`src/rtl/meta_extract.sv`:
```
// Purpose: receive-side metadata frame checker; validates the single-beat header and unpacks metadata_t.
// Latency: one cycle from an accepted good beat to out_meta_valid when the buffer is empty.
// Backpressure: in_ready drops when the 2-entry output buffer is full; out_meta_ready never reaches in_ready.
module meta_extract #(
  parameter logic [47:0] DST_MAC_P  = 48'h02_11_22_33_44_55,
  parameter logic [47:0] SRC_MAC_P  = 48'h02_66_77_88_99_aa,
  parameter logic [15:0] ETH_TYPE_P = 16'h88b5,
  parameter int          META_W     = 252,
  parameter int          CNT_W      = 32
) (
  input  logic              clk,
  input  logic              rst,
  input  logic [511:0]      in_data,
  input  logic              in_valid,
  input  logic              in_sop,
  input  logic              in_eop,
  input  logic [5:0]        in_empty,
  output logic              in_ready,
  output logic [META_W-1:0] out_meta_data,
  output logic              out_meta_valid,
  input  logic              out_meta_ready,
  output logic [CNT_W-1:0]  stat_pkt_cnt,
  output logic [CNT_W-1:0]  stat_drop_cnt
);

  typedef enum logic {IDLE, DROP} state_t;

  state_t            state;
  state_t            state_n;
  logic [META_W-1:0] mem [2];
  logic              wr_ptr;
  logic              rd_ptr;
  logic [1:0]        count;
  logic              accept;
  logic              pop;
  logic              push;
  logic              pkt_inc;
  logic              drop_inc;
  logic              hdr_ok;
  logic              unused_pad;

  // The trailing pad of the minimum-size frame carries nothing.
  assign unused_pad = ^in_data[147:0];

  assign hdr_ok = (in_data[511:464] == DST_MAC_P) &&
                  (in_data[463:416] == SRC_MAC_P) &&
                  (in_data[415:400] == ETH_TYPE_P);

  // Ready depends only on the registered occupancy (and reset), so a
  // downstream stall cannot ripple combinationally into the network path.
  assign in_ready       = !rst && (count != 2'd2);
  assign accept         = in_valid && in_ready;
  assign out_meta_valid = (count != 2'd0);
  assign pop            = out_meta_valid && out_meta_ready;
  assign out_meta_data  = out_meta_valid ? mem[rd_ptr] : '0;

  // Frame state register: IDLE expects a new frame, DROP swallows the rest of a rejected one.
  always_ff @(posedge clk) begin
    if (rst) begin
      state <= IDLE;
    end else begin
      state <= state_n;
    end
  end

  // Classify each accepted beat: push good frames, count rejected frame starts and orphans.
  always_comb begin
    state_n  = state;
    push     = 1'b0;
    pkt_inc  = 1'b0;
    drop_inc = 1'b0;
    if (accept) begin
      unique case (state)
        IDLE: begin
          if (in_sop && in_eop) begin
            if (hdr_ok && (in_empty == 6'd0)) begin
              push    = 1'b1;
              pkt_inc = 1'b1;
            end else begin
              drop_inc = 1'b1;
            end
          end else begin
            // Multi-beat frames and orphan beats are both rejected; a beat
            // without eop means more of the same frame is still to come.
            drop_inc = 1'b1;
            if (!in_eop) begin
              state_n = DROP;
            end
          end
        end
        DROP: begin
          // A new sop here is a fresh frame truncating the old one; it is
          // discarded too but still counted.
          if (in_sop) begin
            drop_inc = 1'b1;
          end
          if (in_eop) begin
            state_n = IDLE;
          end
        end
        default: state_n = IDLE;
      endcase
    end
  end

  // Two-entry in-order output buffer; push only happens while not full.
  always_ff @(posedge clk) begin
    if (rst) begin
      mem[0] <= '0;
      mem[1] <= '0;
      wr_ptr <= 1'b0;
      rd_ptr <= 1'b0;
      count  <= 2'd0;
    end else begin
      if (push) begin
        mem[wr_ptr] <= in_data[399 -: META_W];
        wr_ptr      <= ~wr_ptr;
      end
      if (pop) begin
        rd_ptr <= ~rd_ptr;
      end
      case ({push, pop})
        2'b10:   count <= count + 2'd1;
        2'b01:   count <= count - 2'd1;
        default: count <= count;
      endcase
    end
  end

  // Statistics counters, free-running and wrapping.
  always_ff @(posedge clk) begin
    if (rst) begin
      stat_pkt_cnt  <= '0;
      stat_drop_cnt <= '0;
    end else begin
      if (pkt_inc) begin
        stat_pkt_cnt <= stat_pkt_cnt + 1'b1;
      end
      if (drop_inc) begin
        stat_drop_cnt <= stat_drop_cnt + 1'b1;
      end
    end
  end

endmodule

```
`config.mk`:
```
export PLATFORM = sky130hd
export DESIGN_NAME = meta_extract
export DESIGN_NICKNAME = d
export VERILOG_FILES = /design/src/rtl/meta_extract.sv
export SDC_FILE = /design/constraint.sdc
export NUM_CORES = 1
export LEC_CHECK = 0
export CORE_AREA = 3 3 328 330
export CTS_BUF_LIST = sky130_fd_sc_hd__clkbuf_4
export CTS_CLUSTER_SIZE = 25
export DETAILED_ROUTE_END_ITERATION = 7
export DIE_AREA = 0 0 331 333
export GPL_ROUTABILITY_DRIVEN = 0
export PLACE_DENSITY = 0.56
export SLEW_MARGIN = 30
export SYNTH_ARGS = -nofsm -noshare
export SYNTH_HDL_FRONTEND = slang
export SYNTH_SLANG_ARGS = --single-unit
```
`constraint.sdc`:
```
create_clock -name clk -period 37 [get_ports clk]
set_input_delay 7.4 -clock clk [delete_from_list [all_inputs] [get_ports clk]]
set_output_delay 7.4 -clock clk [all_outputs]
set_load 0.02 [all_outputs]
```
After elaboration in Yosys (flattened, before gate mapping)
Memories as Yosys holds them, arrays and structs flattened. A register that Yosys moved wholly into a read port is not among the register bits.
Index checks and enable logic that the tools add are counted.
{ "totals": {"in_bits": 524, "output_inout_bits": 318, "ramBits": 504, "mem_count": 1, "word_cells": 56, "regBits": 69} }
{ "op_classes": {"n_bitwise": 3, "eq_ne": 6, "n_reduce_logical": 12, "add_sub_neg": 4, "n_mux": 24} }
{ "mem_list": {"columns": ["memory", "depth", "word_bits", "rd", "rd_ports_with_merged_regs", "wr", "line", "text"], "rows": [
  ["mem", 2, 252, 1, 1, 2, "30", "logic [META_W-1:0] mem [2];"]
]} }
{ "ops": {"columns": ["op", "count"], "rows": [
  ["2-to-1 mux 252 bit", 2],
  ["OR reduction 252 bit", 1],
  ["equality test 48 x 42 -> 1 bit, second input constant", 2],
  ["adder 32 x 1 -> 32 bit, second input constant", 2],
  ["2-to-1 mux 1 bit", 19],
  ["equality test 16 bit, second input constant", 1],
  ["logical AND 1 bit", 7],
  ["logical NOT 6 bit", 1],
  ["case mux 1 bit (2 select lines)", 2],
  ["case mux 2 bit (2 select lines)", 1],
  ["nonzero test 2 bit", 2],
  ["NOT 1 bit", 3],
  ["adder 2 x 1 -> 2 bit, second input constant", 1],
  ["equality test 2 x 1 -> 1 bit, second input constant", 1],
  ["equality test 2 bit, second input constant", 1],
  ["!= test 2 bit, second input constant", 1],
  ["subtractor 2 x 1 -> 2 bit, second input constant", 1],
  ["logical NOT 1 bit", 1]
]} }

Depth between registers and ports, before layout
Gate-level depths: netlist (run 1).
{ "logic_depth": {"word_depth": 13, "ltp_mapped": 12, "mapped_depth_nobuf": 8} }

Least setup slack after synthesis (run 1)
No wires, ideal clock.
{ "synth_timing": {"path_type": "input to register", "startpoint": "in in_data[477]", "endpoint": "mem mem[1][0] (enable)", "setup_ns": 1.214, "slack_ns": 8.378, "t_required_ns": 35.786, "t_arrival_ns": 27.408, "n_path_buf": 3, "stages": 8, "cell_sequence": "or4b_1 -> or4_1 -> or4_1 -> or4_1 -> buf_4 -> clkbuf_1 -> clkbuf_1 -> o21ai_0"} }
{ "synth_lines": {"columns": ["element", "line", "text"], "rows": [
  ["from (decl)", "13", "input logic [511:0] in_data,"],
  ["to (decl)", "30", null]
]} }

Worst setup path after layout (run 1)
{ "layout_timing": {"startpoint": "in rst", "endpoint": "out in_ready"} }
{ "layout_via": {"elab_chain_len": 2} }
{ "layout_rtl": {"columns": ["element", "line", "text"], "rows": [
  ["from (decl)", "12", "input logic rst,"],
  ["logical NOT 1 bit", "51", "assign in_ready = !rst && (count != 2'd2);"],
  ["logical AND 1 bit", "51", null],
  ["to (decl)", "18", "output logic in_ready,"]
]} }
No other way between the ends.

==> impl_metrics.yaml, run 1 <==
outcome:
  status: "completed"
worst_setup_path:
  cp.arrival_ns: 9.36
  regToRegSetupSlack_ns: 31.82
  worstPathMaxFanout: 72
  startpoint_type: "input port"
  cp_data_required_time_ns: 29.60
  end_kind: "primary output"
  path_class: "input port to primary output"
die:
  boundaryPins: 842
  die_y_um: 333
  die_w_um: 331
  start_util_pct: 25.0
  core_area_sq_um: 105000
  dieArea_sq_um: 110000
  num_rows: 119
global_route:
  overflow: 0
  grt_pass1_vias: 19200
  grt_pass1_wl_mm: 125
  grt_use_met2_pct: 23.7
  grt_util_all_layers_pct: 15.2
  use_met3_pct: 6.41
  met1_usage_pct: 18.9
  antenna_found_initial: 14
  grt_max_degree: 133
  top_usage_layer: "met2"
synth:
  yosys_warnings: 0
  ys_types: 47
  ys_ff_latch: 574
  syn-num-nets: 2643
  synth_area_sq_um: 26200
  synthArstFlopShare_pct: 0
  yosysTopAreaCell: "edfxtp_1"
  synth_area_leaders: "edfxtp_1 58%, and2_1 12%, mux2i_1 9.7%"
  synth_ff_type: "edfxtp_1"
  synth_edf_count: 504
  syn_area_per_cell_sq_um: 12.4
  yosysTopAreaCellShare_pct: 57.7
  syn_inst: 2116
  yosysSeqAreaShare_pct: 63.0
detailed_routing:
  wl_mm: 85.4
  vias: 19200
  post_drt_wl_per_cell_um: 19.5
  drc: 0
  drtIter0Drc: 990
  vias_per_cell: 4.37
  drtAntennaViolNets: 0
  drt_pre_antenna_iters: 5
pwr:
  power_switching_mw: 0.317
  p_seq_share_pct: 52.9
  swShare_pct: 22.7
  power_density_nw_per_um2: 37.9
  power_leakage_nw: 12.2
  power_frac_comb_pct: 5.3
  intPower_mw: 1.08
  ir_drop_mv: 0.0188
  clkPwrFrac_pct: 41.8
run:
  maxCapViolations: 0
layout:
  area_growth_pct: 40.2
  fillers: 10600
  final_nets: 3396
  multiInputGateArea_sq_um: 9150
  seqCellArea_sq_um: 16500
  drive_gt1_share_pct: 10.4
sta:
  slew_viol_final: 0
  min_period_over_period_pct: 45.3
  tns_ns: 0
  tightest_slew_ns: 1.14
  rsz0062_at_grt: "no"
  worst_slack_ns: 20.24
  setup-violations-final: 0
  relSlewSlack_pct: 23.7
  skew_ns: 0.0687
  hold_violations: 0
  fmaxAchievable_mhz: 59.6
  min_period_ns: 16.76
hold_path:
  hold_path_class: "flop to flop"
clocking:
  cts_tree: "yes"
  cts-htree-levels: 4
  clk_path_buf_depth: 3
  cts_resized: 0
  postCtsHoldBufs: 0
  cts-root-buf: "clkbuf_4"
  cts_setup_buffers: 0
  cts.clk_slew.worst_paths_ns: 0.06
  clock_latency_ns: 1.02
  cts-buffers-inserted: 169
  cts.sinks: 574
placed_design:
  post-place-ws_ns: 20.24
  port_buffers: 693
  hpwl_mm: 56.9
## power groups by stage
stage | Clock (mW) | Sequential [mW] | Combinational [mW]
final | 0.583 | 0.737 | 0.0744
after CTS | 0.616 | 0.738 | 0.0755
after detailed placement | 0 | 0.751 | 0.0750
after floorplan | 0 | 0.762 | 0.0202
after global placement | 0 | 0.750 | 0.0745
after global routing | 0.650 | 0.740 | 0.0809
## critical path, cell delays in order
cell             delay (ns)
buf_2                  0.07
buf_4                  0.59
clkinv_1               0.15
buf_4                  0.25
o21a_1                 0.19
clkdlybuf4s50_1        0.60
## metal layers
| metal | up-vias | wire length [um] |
|---|---|---|
| li1 | 9183 | - |
| met1 | 9243 | 36200 |
| met2 | 594 | 39700 |
| met3 | 126 | 7620 |
| met4 | 6 | 1820 |
| met5 | - | 36 |
## final timing paths
| check | startpoint | to | cells after the start |
|---|---|---|---|
| worst max-delay path | rst | in_ready | 6 |
| worst max register to register | state | mem[0][243] | 10 |
| worst min-delay path | stat_drop_cnt[15] | stat_drop_cnt[15] | 2 |
| worst min register to register | stat_drop_cnt[15] | stat_drop_cnt[15] | 2 |
## cells in the mapped netlist (3+ instances only)
cell type / instances
a21oi_1: 43
and2_1: 508
and3_1: 14
and4_1: 8
buf_1: 26
buf_2: 4
clkbuf_1: 109
dfxtp_1: 70
edfxtp_1: 504
ha_1: 3
inv_1: 8
mux2_2: 7
mux2i_1: 254
nand2_1: 28
nand3_1: 29
nand4_1: 31
nor2_1: 273
nor2b_1: 8
nor3_1: 6
nor4_1: 6
nor4b_1: 21
nor4bb_1: 14
o211ai_1: 3
o21a_1: 3
o21ai_0: 23
o311ai_0: 5
o31ai_1: 23
o41ai_1: 5
or2_2: 4
or3_1: 18
or4_1: 33
or4b_1: 3
## cell type report
cell class / instances / area share (%)
Sequential cell: 574 / 45.0
Multi-Input combinational cell: 1391 / 24.9
Timing Repair Buffer: 724 / 19.7
Clock buffer: 241 / 4.92
Tap cell: 1391 / 4.73
Clock inverter: 42 / 0.588
Inverter: 9 / 0.0918
Antenna cell: 13 / 0.0884
## state kept, by name, indices dropped and copies added (netlist names), named ones only
signal / flops
state: 1
count: 2
stat_drop_cnt: 32
wr_ptr: 1
mem: 504
stat_pkt_cnt: 32
rd_ptr: 1
## through the flow
stage	util [%]	power [mW]	cell area, sq um	hold WS (ns)	cells
floorplan	-	0.782	26200	0.471	2116
global placement	32.9	0.825	34600	0.485	4086
detailed placement	33.0	0.826	34700	0.489	4087
CTS	34.9	1.43	36700	0.498	4370
global route	35.0	1.47	36800	0.528	4381
finish	35.0	1.39	36800	0.497	4385
## cell usage in the layout (no fill, tap or decap), types with 4 or more instances in the layout
cell             Yosys  layout
or2_2                4       4
nand3_1             29      29
nor2_1             273     272
inv_1                8       8
or3_1               18      18
and2_1             508     508
nand2_1             28      27
nor4b_1             21      21
nor2b_1              8       8
o31ai_1             23      23
clkdlybuf4s50_1      0     692
o41ai_1              5       5
mux2_2               7       7
clkinv_2             0       5
o311ai_0             5       5
dfxtp_1             70      69
or4_1               33      32
nor4_1               6       6
a21oi_1             43      43
and4_1               8       8
nor4bb_1            14      14
diode_2              0      13
and3_1              14      14
clkbuf_4             0     241
edfxtp_1           504     504
nor3_1               6       4
clkinv_1             1      28
o21ai_0             23      22
nand4_1             31      31
buf_4                1      23
mux2i_1            254     254
## cells by family (layout without fill, tap and decap cells)
logic type                 Yosys count  count (layout)  synth area share [%]
muxes                              261             261                  9.99
buffers and inverters              151            1016                  2.25
DFF                                574             574                  63.0
adders and majority gates            3               3                 0.143
AOI/OAI and AO/OA                  110             110                  2.58
and+or+nand+nor                   1013            1013                  21.9
other                                0              13                     0
xor gates and xnor gates             4               4                 0.134
(Power assumes the default switching activity.)
==> inputs of run 2 (changes only) <==
- CORE_AREA: 3 3 328 330 -> 3 3 323 325
- DIE_AREA: 0 0 331 333 -> 0 0 326 328
- PLACE_DENSITY: 0.56 -> 0.59
- clock period: 37 -> 14.25 ns (I/O delays scaled with it)
==> run 2 against run 1 <==
  * Sequential share of layout area hardly changed
  * Via count is 1.1% higher
  * Combinational power grew to 2.6 times the previous value
  * Routed wire length is 0.58% lower
  * Clock skew is 0.0032 ns lower
  * Count of clock-buffer cells in the layout stayed put
  * Cell count is 0.84% lower
  * Global-route usage is 0.25 points higher
  * First-iteration DRC count is 19% higher
  * Final area hardly changed
  * Largest cell class unchanged
  * Largest power group unchanged
==> impl_metrics.yaml, run 2 (same netlist as run 1, synthesis figures left out) <==
outcome:
  status: "completed"
die:
  core_area_sq_um: 102000
  die_y_um: 328
  dieArea_sq_um: 107000
  num_rows: 117
  start_util_pct: 25.8
  die_w_um: 326
  boundaryPins: 842
clocking:
  cts-root-buf: "clkbuf_4"
  clk_path_buf_depth: 3
  clock_latency_ns: 0.99
  cts-htree-levels: 4
  cts_setup_buffers: 0
  cts_resized: 0
  cts_tree: "yes"
  cts.clk_slew.worst_paths_ns: 0.05
  postCtsHoldBufs: 0
  cts.sinks: 574
  cts-buffers-inserted: 160
worst_setup_path:
  end_kind: "primary output"
  cp_data_required_time_ns: 11.40
  regToRegSetupSlack_ns: 9.50
  cp.arrival_ns: 4.76
  startpoint_type: "input port"
  worstPathMaxFanout: 72
  r2r-start: "state"
  path_class: "input port to primary output"
  r2r-end: "mem[0][167]"
  r2r_cells: 8
layout:
  mostFrequentLayoutCell: "clkdlybuf4s50_1"
  top_regs: "mem x504, stat_drop_cnt x32, stat_pkt_cnt x32"
  multiInputGateArea_sq_um: 9170
  seqCellArea_sq_um: 16500
  fin_util_pct: 36.1
  final_nets: 3383
  fillers: 10000
  top_register: "mem"
  largest_reg_flops: 504
  area_growth_pct: 40.1
  fin_cells: 4348
  mostFrequentLayoutCells: "692 x clkdlybuf4s50_1, 508 x and2_1, 504 x edfxtp_1"
  drive_gt1_share_pct: 10.4
placed_design:
  hpwl_mm: 56.5
  port_buffers: 693
  dp.cells: 4061
sta:
  skew_ns: 0.0654
  fmaxAchievable_mhz: 131
  setup-violations-final: 0
  tns_ns: 0
  rsz0062_at_grt: "no"
  min_period_over_period_pct: 53.4
  relSlewSlack_pct: 34.0
  hold_violations: 0
  hold_slack_ns: 0.473
  min_period_ns: 7.61
  slew_viol_final: 0
  tightest_slew_ns: 0.989
hold_path:
  hold_path_class: "flop to flop"
  hp-start: "stat_drop_cnt[31]"
  min_path_cells: 1
  min_to: "stat_drop_cnt[31]"
detailed_routing:
  drt_pre_antenna_iters: 5
  vias: 19400
  vias_per_cell: 4.45
  drc: 0
  post_drt_wl_per_cell_um: 19.5
  drtAntennaViolNets: 0
  drtIter0Drc: 1181
  wl_mm: 84.9
global_route:
  grt_max_degree: 184
  grt_util_all_layers_pct: 15.4
  overflow: 0
  antenna_found_initial: 14
  grt_pass1_vias: 19100
  grt_pass1_wl_mm: 124
pwr:
  ir_drop_mv: 0.0530
  power_mw: 3.65
  power_density_nw_per_um2: 99.4
  power_leakage_nw: 12.2
run:
  maxCapViolations: 0
## run 2: cell types whose count changed in the layout (fill, tap and decap cells not counted), sizes merged
| cell | delta |
|---|---|
| buf | -4 |
| bufinv | +2 |
| inv | +1 |
| clkinv | -9 |
| diode | -4 |
## run 2: worst max-delay path, cell delays in order
cell and delay, ns:
buf_2 0.08, buf_4 0.61, clkinv_1 0.15, buf_4 0.25, o21a_1 0.21, clkdlybuf4s50_1 0.57
## run 2: metal layers
metal  wire length, um  GRT usage (%)  vias up  share of wire [%]
li1                  -              -     9168                  -
met2             39400           24.1      665                 46
met3              8550           6.98      171                 10
met1             34300           18.4     9347                 40
met4              2520           6.25       12                3.0
met5                80              0        -              0.094
## run 2: stage by stage
step / worst slack, ns / area (sq um)
after global routing: 6.48 / 36700
after CTS: 6.55 / 36700
after floorplan: 1.86 / 26200
after global placement: 5.84 / 34600
final: 6.64 / 36800
after detailed placement: 5.87 / 34600
## run 2: report_power, final
group	switching, mW	internal, mW
Sequential	0.0181	1.90
Combinational	0.0804	0.112
Clock	0.720	0.825
## run 2: layout make-up
type                    count  area share, %
flip-flops and latches    574           45.0
clock inverters            36          0.718
diodes                      9         0.0613
well taps                1368           4.66
clock buffers             241           4.92
repair buffers            720           19.6
multi-input cells        1391           24.9
inverters                   9         0.0919
## run 2: worst max-delay path by stage
stage	end	slack, ns	startpoint
finish	in_ready	6.64	rst
global placement	mem[0][94]	5.84	in_data[477]
floorplan	mem[1][0]	1.86	in_data[477]
detailed placement	mem[1][187]	5.87	in_data[477]
global route	out_meta_data[227]	6.48	flop
CTS	out_meta_data[39]	6.55	flop
